$ cat src/rtl/multi_cpu_if.sv
// Memory/IO bus between the multi-cycle CPU (master) and the memory/IO system (slave).
// One shared port carries both instruction fetches and data accesses.
interface multi_cpu_if;
  logic [31:0] Data_in;
  logic [31:0] Addr_out;
  logic [31:0] Data_out;
  logic        mem_w;
  logic        CPU_MIO;
  logic        MIO_ready;

  modport master (
    input  Data_in,
    input  MIO_ready,
    output Addr_out,
    output Data_out,
    output mem_w,
    output CPU_MIO
  );

  modport slave (
    output Data_in,
    output MIO_ready,
    input  Addr_out,
    input  Data_out,
    input  mem_w,
    input  CPU_MIO
  );
endinterface

$ cat src/rtl/multi_cpu.sv
// Multi-cycle 32-bit MIPS-subset core sharing one instruction/data memory port.
// Define MCPU_INT_EN to build the external interrupt (IE/EPC, INT_ENTRY, ERET).
module multi_cpu (
  input  logic        clk,
  input  logic        reset,
  input  logic        INT,
  multi_cpu_if.master bus,
  output logic [31:0] PC_out,
  output logic [31:0] inst_out,
  output logic [4:0]  state
);

  localparam int unsigned XLEN = 32;
  localparam int unsigned NREG = 32;

  localparam logic [5:0] OP_RTYPE = 6'h00;
  localparam logic [5:0] OP_J     = 6'h02;
  localparam logic [5:0] OP_JAL   = 6'h03;
  localparam logic [5:0] OP_BEQ   = 6'h04;
  localparam logic [5:0] OP_BNE   = 6'h05;
  localparam logic [5:0] OP_ADDI  = 6'h08;
  localparam logic [5:0] OP_SLTI  = 6'h0A;
  localparam logic [5:0] OP_ANDI  = 6'h0C;
  localparam logic [5:0] OP_ORI   = 6'h0D;
  localparam logic [5:0] OP_XORI  = 6'h0E;
  localparam logic [5:0] OP_LUI   = 6'h0F;
  localparam logic [5:0] OP_LW    = 6'h23;
  localparam logic [5:0] OP_SW    = 6'h2B;

  localparam logic [5:0] FN_SLL  = 6'h00;
  localparam logic [5:0] FN_SRL  = 6'h02;
  localparam logic [5:0] FN_JR   = 6'h08;
  localparam logic [5:0] FN_JALR = 6'h09;
  localparam logic [5:0] FN_ADD  = 6'h20;
  localparam logic [5:0] FN_SUB  = 6'h22;
  localparam logic [5:0] FN_AND  = 6'h24;
  localparam logic [5:0] FN_OR   = 6'h25;
  localparam logic [5:0] FN_XOR  = 6'h26;
  localparam logic [5:0] FN_NOR  = 6'h27;
  localparam logic [5:0] FN_SLT  = 6'h2A;

`ifdef MCPU_INT_EN
  localparam logic [5:0]      OP_COP0    = 6'h10;
  localparam logic [XLEN-1:0] ERET_WORD  = 32'h4200_0018;
  localparam logic [XLEN-1:0] INT_VECTOR = 32'h0000_0004;
`endif

  typedef enum logic [4:0] {
    S_IF        = 5'd0,
    S_ID        = 5'd1,
    S_EX_R      = 5'd2,
    S_EX_MEM    = 5'd3,
    S_MEM_RD    = 5'd4,
    S_MEM_WR    = 5'd5,
    S_WB_LW     = 5'd6,
    S_WB_R      = 5'd7,
    S_EX_BR     = 5'd8,
    S_EX_J      = 5'd9,
    S_EX_JAL    = 5'd10,
    S_EX_I      = 5'd11,
    S_WB_I      = 5'd12,
    S_EX_JR     = 5'd13,
    S_ERET      = 5'd14,
    S_INT_ENTRY = 5'd15
  } state_t;

  state_t            r_state;
  state_t            w_next;
  logic [XLEN-1:0]   r_pc;
  logic [XLEN-1:0]   r_ir;
  logic [XLEN-1:0]   r_alu_out;
  logic [XLEN-1:0]   r_mdr;
  logic [XLEN-1:0]   r_rf [NREG];

`ifdef MCPU_INT_EN
  logic              r_ie;
  logic [XLEN-1:0]   r_epc;
`else
  logic              w_int_unused;
  assign w_int_unused = INT;
`endif

  logic [5:0]        w_op;
  logic [4:0]        w_rs;
  logic [4:0]        w_rt;
  logic [4:0]        w_rd;
  logic [4:0]        w_shamt;
  logic [5:0]        w_funct;
  logic [15:0]       w_imm;
  logic [XLEN-1:0]   w_sext;
  logic [XLEN-1:0]   w_zext;
  logic [XLEN-1:0]   w_rs_val;
  logic [XLEN-1:0]   w_rt_val;
  logic [XLEN-1:0]   w_alu_res;
  logic [XLEN-1:0]   w_br_target;
  logic [XLEN-1:0]   w_j_target;
  logic              w_br_taken;
  logic              w_rf_we;
  logic [4:0]        w_rf_wa;
  logic [XLEN-1:0]   w_rf_wd;

  assign w_op     = r_ir[31:26];
  assign w_rs     = r_ir[25:21];
  assign w_rt     = r_ir[20:16];
  assign w_rd     = r_ir[15:11];
  assign w_shamt  = r_ir[10:6];
  assign w_funct  = r_ir[5:0];
  assign w_imm    = r_ir[15:0];
  assign w_sext   = {{16{w_imm[15]}}, w_imm};
  assign w_zext   = {16'h0000, w_imm};

  // $0 is never written, so its storage stays at the reset value of zero
  assign w_rs_val = r_rf[w_rs];
  assign w_rt_val = r_rf[w_rt];

  // PC already holds PC+4 by the time any EX state runs
  assign w_br_target = r_pc + {w_sext[29:0], 2'b00};
  assign w_j_target  = {r_pc[31:28], r_ir[25:0], 2'b00};
  assign w_br_taken  = (w_op == OP_BEQ) ? (w_rs_val == w_rt_val) : (w_rs_val != w_rt_val);

  assign bus.Data_out = w_rt_val;
  assign PC_out       = r_pc;
  assign inst_out     = r_ir;
  assign state        = r_state;

  // ALU: R-type, immediate and address calculation share one result path
  always_comb begin
    w_alu_res = '0;
    case (r_state)
      S_EX_R: begin
        case (w_funct)
          FN_ADD:  w_alu_res = w_rs_val + w_rt_val;
          FN_SUB:  w_alu_res = w_rs_val - w_rt_val;
          FN_AND:  w_alu_res = w_rs_val & w_rt_val;
          FN_OR:   w_alu_res = w_rs_val | w_rt_val;
          FN_XOR:  w_alu_res = w_rs_val ^ w_rt_val;
          FN_NOR:  w_alu_res = ~(w_rs_val | w_rt_val);
          FN_SLT:  w_alu_res = {31'd0, $signed(w_rs_val) < $signed(w_rt_val)};
          FN_SLL:  w_alu_res = w_rt_val << w_shamt;
          FN_SRL:  w_alu_res = w_rt_val >> w_shamt;
          default: w_alu_res = '0;
        endcase
      end
      S_EX_I: begin
        case (w_op)
          OP_ADDI: w_alu_res = w_rs_val + w_sext;
          OP_ANDI: w_alu_res = w_rs_val & w_zext;
          OP_ORI:  w_alu_res = w_rs_val | w_zext;
          OP_XORI: w_alu_res = w_rs_val ^ w_zext;
          OP_SLTI: w_alu_res = {31'd0, $signed(w_rs_val) < $signed(w_sext)};
          OP_LUI:  w_alu_res = {w_imm, 16'h0000};
          default: w_alu_res = '0;
        endcase
      end
      S_EX_MEM: w_alu_res = w_rs_val + w_sext;
      default:  w_alu_res = '0;
    endcase
  end

  always_ff @(posedge clk) begin
    if (reset) begin
      r_state <= S_IF;
    end else begin
      r_state <= w_next;
    end
  end

  // Next state, bus strobes and register-file write port
  always_comb begin
    w_next       = r_state;
    w_rf_we      = 1'b0;
    w_rf_wa      = '0;
    w_rf_wd      = '0;
    bus.mem_w    = 1'b0;
    bus.CPU_MIO  = 1'b0;
    bus.Addr_out = r_alu_out;
    case (r_state)
      S_IF: begin
        bus.CPU_MIO  = 1'b1;
        bus.Addr_out = r_pc;
        if (bus.MIO_ready) w_next = S_ID;
      end
      S_ID: begin
        w_next = S_IF;
        case (w_op)
          OP_RTYPE: begin
            case (w_funct)
              FN_ADD, FN_SUB, FN_AND, FN_OR, FN_XOR,
              FN_NOR, FN_SLT, FN_SLL, FN_SRL: w_next = S_EX_R;
              FN_JR, FN_JALR:                 w_next = S_EX_JR;
              default:                        w_next = S_IF;
            endcase
          end
          OP_ADDI, OP_ANDI, OP_ORI, OP_XORI, OP_SLTI, OP_LUI: w_next = S_EX_I;
          OP_LW, OP_SW:   w_next = S_EX_MEM;
          OP_BEQ, OP_BNE: w_next = S_EX_BR;
          OP_J:           w_next = S_EX_J;
          OP_JAL:         w_next = S_EX_JAL;
`ifdef MCPU_INT_EN
          OP_COP0:        if (r_ir == ERET_WORD) w_next = S_ERET;
`endif
          default:        w_next = S_IF;
        endcase
      end
      S_EX_R:   w_next = S_WB_R;
      S_EX_I:   w_next = S_WB_I;
      S_EX_MEM: w_next = (w_op == OP_LW) ? S_MEM_RD : S_MEM_WR;
      S_MEM_RD: begin
        bus.CPU_MIO = 1'b1;
        if (bus.MIO_ready) w_next = S_WB_LW;
      end
      S_MEM_WR: begin
        bus.CPU_MIO = 1'b1;
        bus.mem_w   = 1'b1;
        if (bus.MIO_ready) w_next = S_IF;
      end
      S_WB_LW: begin
        w_rf_we = 1'b1;
        w_rf_wa = w_rt;
        w_rf_wd = r_mdr;
        w_next  = S_IF;
      end
      S_WB_R: begin
        w_rf_we = 1'b1;
        w_rf_wa = w_rd;
        w_rf_wd = r_alu_out;
        w_next  = S_IF;
      end
      S_WB_I: begin
        w_rf_we = 1'b1;
        w_rf_wa = w_rt;
        w_rf_wd = r_alu_out;
        w_next  = S_IF;
      end
      S_EX_JAL: begin
        w_rf_we = 1'b1;
        w_rf_wa = 5'd31;
        w_rf_wd = r_pc;
        w_next  = S_IF;
      end
      S_EX_JR: begin
        w_rf_we = (w_funct == FN_JALR);
        w_rf_wa = w_rd;
        w_rf_wd = r_pc;
        w_next  = S_IF;
      end
      default: w_next = S_IF;
    endcase
`ifdef MCPU_INT_EN
    // Interrupts are taken only on the way back to IF; ERET re-enables IE in the same step
    if (w_next == S_IF && r_state != S_IF && r_state != S_INT_ENTRY &&
        INT && (r_ie || r_state == S_ERET)) begin
      w_next = S_INT_ENTRY;
    end
`endif
  end

  always_ff @(posedge clk) begin
    if (reset) begin
      r_pc      <= '0;
      r_ir      <= '0;
      r_alu_out <= '0;
      r_mdr     <= '0;
    end else begin
      case (r_state)
        S_IF: begin
          if (bus.MIO_ready) begin
            r_ir <= bus.Data_in;
            r_pc <= r_pc + 32'd4;
          end
        end
        S_EX_R, S_EX_I, S_EX_MEM: r_alu_out <= w_alu_res;
        S_MEM_RD:         if (bus.MIO_ready) r_mdr <= bus.Data_in;
        S_EX_BR:          if (w_br_taken) r_pc <= w_br_target;
        S_EX_J, S_EX_JAL: r_pc <= w_j_target;
        S_EX_JR:          r_pc <= w_rs_val;
`ifdef MCPU_INT_EN
        S_ERET:           r_pc <= r_epc;
        S_INT_ENTRY:      r_pc <= INT_VECTOR;
`endif
        default: ;
      endcase
    end
  end

`ifdef MCPU_INT_EN
  always_ff @(posedge clk) begin
    if (reset) begin
      r_ie  <= 1'b1;
      r_epc <= '0;
    end else if (r_state == S_INT_ENTRY) begin
      r_epc <= r_pc;
      r_ie  <= 1'b0;
    end else if (r_state == S_ERET) begin
      r_ie  <= 1'b1;
    end
  end
`endif

  always_ff @(posedge clk) begin
    if (reset) begin
      for (int unsigned i = 0; i < NREG; i++) r_rf[i] <= '0;
    end else if (w_rf_we && w_rf_wa != 5'd0) begin
      r_rf[w_rf_wa] <= w_rf_wd;
    end
  end

endmodule

$ cat src/flat_wrapper.sv
// flat-port wrapper written by rule: the top's interface ports become plain ports
module multi_cpu_flat 
  (clk, reset, INT, PC_out, inst_out, state, bus_Data_in, bus_MIO_ready, bus_Addr_out, bus_Data_out, bus_mem_w, bus_CPU_MIO);
  multi_cpu_if bus_i ();
  input  logic clk;
  input  logic reset;
  input  logic INT;
  output logic [31:0] PC_out;
  output logic [31:0] inst_out;
  output logic [4:0] state;
  input wire logic [$bits(bus_i.Data_in)-1:0] bus_Data_in;
  input wire logic [$bits(bus_i.MIO_ready)-1:0] bus_MIO_ready;
  output wire logic [$bits(bus_i.Addr_out)-1:0] bus_Addr_out;
  output wire logic [$bits(bus_i.Data_out)-1:0] bus_Data_out;
  output wire logic [$bits(bus_i.mem_w)-1:0] bus_mem_w;
  output wire logic [$bits(bus_i.CPU_MIO)-1:0] bus_CPU_MIO;
  assign bus_i.Data_in = bus_Data_in;
  assign bus_i.MIO_ready = bus_MIO_ready;
  assign bus_Addr_out = bus_i.Addr_out;
  assign bus_Data_out = bus_i.Data_out;
  assign bus_mem_w = bus_i.mem_w;
  assign bus_CPU_MIO = bus_i.CPU_MIO;
  multi_cpu u_core (.clk(clk), .reset(reset), .INT(INT), .bus(bus_i), .PC_out(PC_out), .inst_out(inst_out), .state(state));
endmodule
$ cat config.mk
export PLATFORM = sky130hd
export DESIGN_NAME = multi_cpu_flat
export DESIGN_NICKNAME = d
export VERILOG_FILES = /design/src/rtl/multi_cpu_if.sv /design/src/rtl/multi_cpu.sv /design/src/flat_wrapper.sv
export SDC_FILE = /design/constraint.sdc
export NUM_CORES = 2
export LEC_CHECK = 0
export BUFFER_PORTS_ARGS = -buffer_cell sky130_fd_sc_hd__buf_2
export CAP_MARGIN = 10
export CELL_PAD_IN_SITES_DETAIL_PLACEMENT = 1
export CELL_PAD_IN_SITES_GLOBAL_PLACEMENT = 2
export CORE_AREA = 10 10 418 420
export CTS_CLUSTER_DIAMETER = 50
export CTS_CLUSTER_SIZE = 10
export DETAILED_ROUTE_END_ITERATION = 8
export DIE_AREA = 0 0 428 430
export PLACE_DENSITY_LB_ADDON = 0.1
export SLEW_MARGIN = 25
export SYNTH_ARGS = -nofsm -noshare
export SYNTH_HDL_FRONTEND = slang
export SYNTH_SLANG_ARGS = --single-unit
$ cat constraint.sdc
create_clock -name clk -period 7.3 [get_ports clk]
set_input_delay 0.73 -clock clk [delete_from_list [all_inputs] [get_ports clk]]
set_output_delay 0.73 -clock clk [all_outputs]
set_load 0.01 [all_outputs]
==> metrics <==
hpwl dp=247 mm; placed cell count=8728; setup TNS=0 ns; Initial Utilization=43.8%; EDFF count, synth=1024; worst-path fanout max=29; final cell count without fillers=8992; Top FF cell, synth=edfxtp_1; commonest non-fill, non-tap cell in the layout=nor2_1; wire per inst=41.1 um; CTS Buf Count=161; DR vias=62.5k; Final Critical Period=6.95 ns; Total GRT Usage=38.8%; clock latency at the later pin of the worst-skew pair=0.85 ns; Clock Tree Buf Depth=3; flip-flop and latch area=33600 um^2; routed vias/inst=6.95; synth warn=0; nets=6966; global-route wire length before repair=505 mm; gpl congestion=1.02; WL final=369 mm; Ports=171; largest net degree at the start of global routing=84; distinct cell type count after synthesis=102; crit path DAT=7.71 ns; worst clock skew=0.0421 ns; clock-pin slew on the worst setup and hold paths=0.06 ns; vias in the first global route=62.9k; Slew HR=20.6%; Post-synth ARST share=0%; setup bufs post-CTS=0; die area=184000 um^2; sequential area share after synthesis=46.1%; max-cap viol count=0; outcome=complete, no violations; Avg Synthesized Cell Area=11.2 um^2; largest incremental delay on the critical path=0.75 ns; clk sink count=1166; core area=166000 um^2; Initial DRC Count=8587; Port Buffer Count=168; CP max-delay cell=dfxtp_4; Max H-tree Level=4; # DRC=0; worst hold path class=input port to flop; CTS root buf=clkbuf_16; actual slew at the worst max-slew pin=1.18 ns; VDD IR max=0.000282 V; Vert. Die Dim=430 um; Fmax achieved=0.144 GHz; GRT Residual Overflow=0; CTS tree=yes; first-pass iteration count of the detailed router=7; DRT antenna net count=0; leakage=28.1 nW; fin crit share=95.2%; area delta synth->final=13.2%; Setup CP Type=flop to flop; Mapped Area=72900 um^2; power density over cell area=353 nW/um^2; share of layout cells above drive strength 1=20.5%; Worst Hold Slack=0.155 ns; Synth Instances=6526; area of the multi-input gates=36600 um^2; Critical Path RT=8.05 ns; Fin. Hold Viols=0; RSZ-0062 raised after global routing=false; CP endpoint kind=flop; most frequent cells in the layout=nor2_1 (1272), edfxtp_1 (1024), mux2i_1 (559), mux4_2 (400), buf_4 (353); row count=150; flops & latches, synth=1166; initial antenna violation count=13; hold_buf cts=0; CP startpoint kind=flop; fill count=17.6k; hold_sp=bus_Data_in[25]; # setup viols final=0; max-slew violations=0; Die X-Extent=428 um; cell breakdown of the critical path=buf_12, buf_12, mux4_2, mux4_2, mux2i_1, inv_1, ha_1, a21oi_1, nand2_1, buf_4, a22oi_1, nand3_1, a31oi_1, mux2_2, nor2_1, nor3_1, buf_4, a211oi_1; post-cts sizing count=0
==> per-stage QoR <==
stage	cell area, um^2	total power, mW	worst slack [ns]	utilization [%]
after floorplan	73000	15.5	1.35	-
after global placement	77500	21.0	0.433	46.6
after detailed placement	77500	21.2	0.552	46.6
after CTS	82400	28.7	0.469	49.6
after global routing	82500	30.0	0.169	49.6
final	82500	29.2	0.347	49.6
==> worst max-delay path: cells and delay by family (launching register included) <==
kind	cells	cell delay [ns]
adder cells (fa/ha/maj)	1	0.38
buffers and inverters	5	1.41
AO/OA/AOI/OAI	4	1.59
AND/OR/NAND/NOR	4	0.54
multiplexers	4	2.11
flip-flops	1	0.75
==> flip-flops by register name (all words and copies together), names as in the netlist, named ones only <==
| name | cells |
|---|---|
| u_core.r_rf | 1024 |
| u_core.r_alu_out | 32 |
| u_core.PC_out | 32 |
| u_core.inst_out | 32 |
| u_core.r_mdr | 32 |
| u_core.state | 4 |
==> cells by family after synthesis <==
logic type / synth area share, %
muxes: 21.3
buffers and inverters: 4.38
and+or+nand+nor: 11.9
DFF: 46.1
AOI/OAI and AO/OA: 11.1
adders and majority gates: 4.18
other: 0.00515
xor gates and xnor gates: 1.05
==> Yosys cell counts, drive strengths merged, types with 37 or more instances <==
cell	instances	area (um^2)
o22ai	137	857
nand3	130	676
mux4	404	9110
xnor2	75	657
nor2	1279	4810
edfxtp	1024	30700
a222oi	37	370
a21oi	273	1370
mux2	69	781
a211oi	64	480
a221oi	58	533
buf	167	1040
nand2	390	1460
inv	156	586
a21o	39	293
a31oi	39	244
nor3	56	280
clkbuf	412	1550
a22oi	139	1050
mux2i	560	5610
o21ai	162	811
nor4	48	319
dfxtp	142	2840
ha	237	2970
==> worst paths after layout <==
| check | to | slack (ns) | cells past startpoint |
|---|---|---|---|
| max reg2reg | u_core.r_alu_out[30] | 0.35 | 18 |
| max | u_core.r_alu_out[30] | 0.35 | 18 |
| min reg2reg | u_core.r_mdr[2] | 0.46 | 2 |
| min | u_core.r_mdr[25] | 0.15 | 3 |
==> cell type report <==
type / instances / share of cell area (%)
diodes: 9 / 0.0273
clock buffers: 188 / 5.11
clock inverters: 65 / 0.885
inverters: 160 / 0.728
multi-input cells: 4653 / 44.3
flip-flops and latches: 1166 / 40.7
well taps: 2204 / 3.34
repair buffers: 547 / 4.88
==> report_power, final <==
group          total, mW  switching (mW)  leakage [nW]  internal (mW)
sequential          8.29           0.633          11.3           7.65
clock               7.56            3.17          2.40           4.39
combinational       13.3            8.71          14.4           4.59
==> layer usage <==
layer	vias to the layer above	global-route usage [%]	share of wire, %
li1	24903	-	-
met1	32163	46.3	36
met2	4209	60.7	45
met3	1252	10.7	11
met4	12	27.3	8.3
met5	-	0	0.042
(Power assumes the default switching activity.)
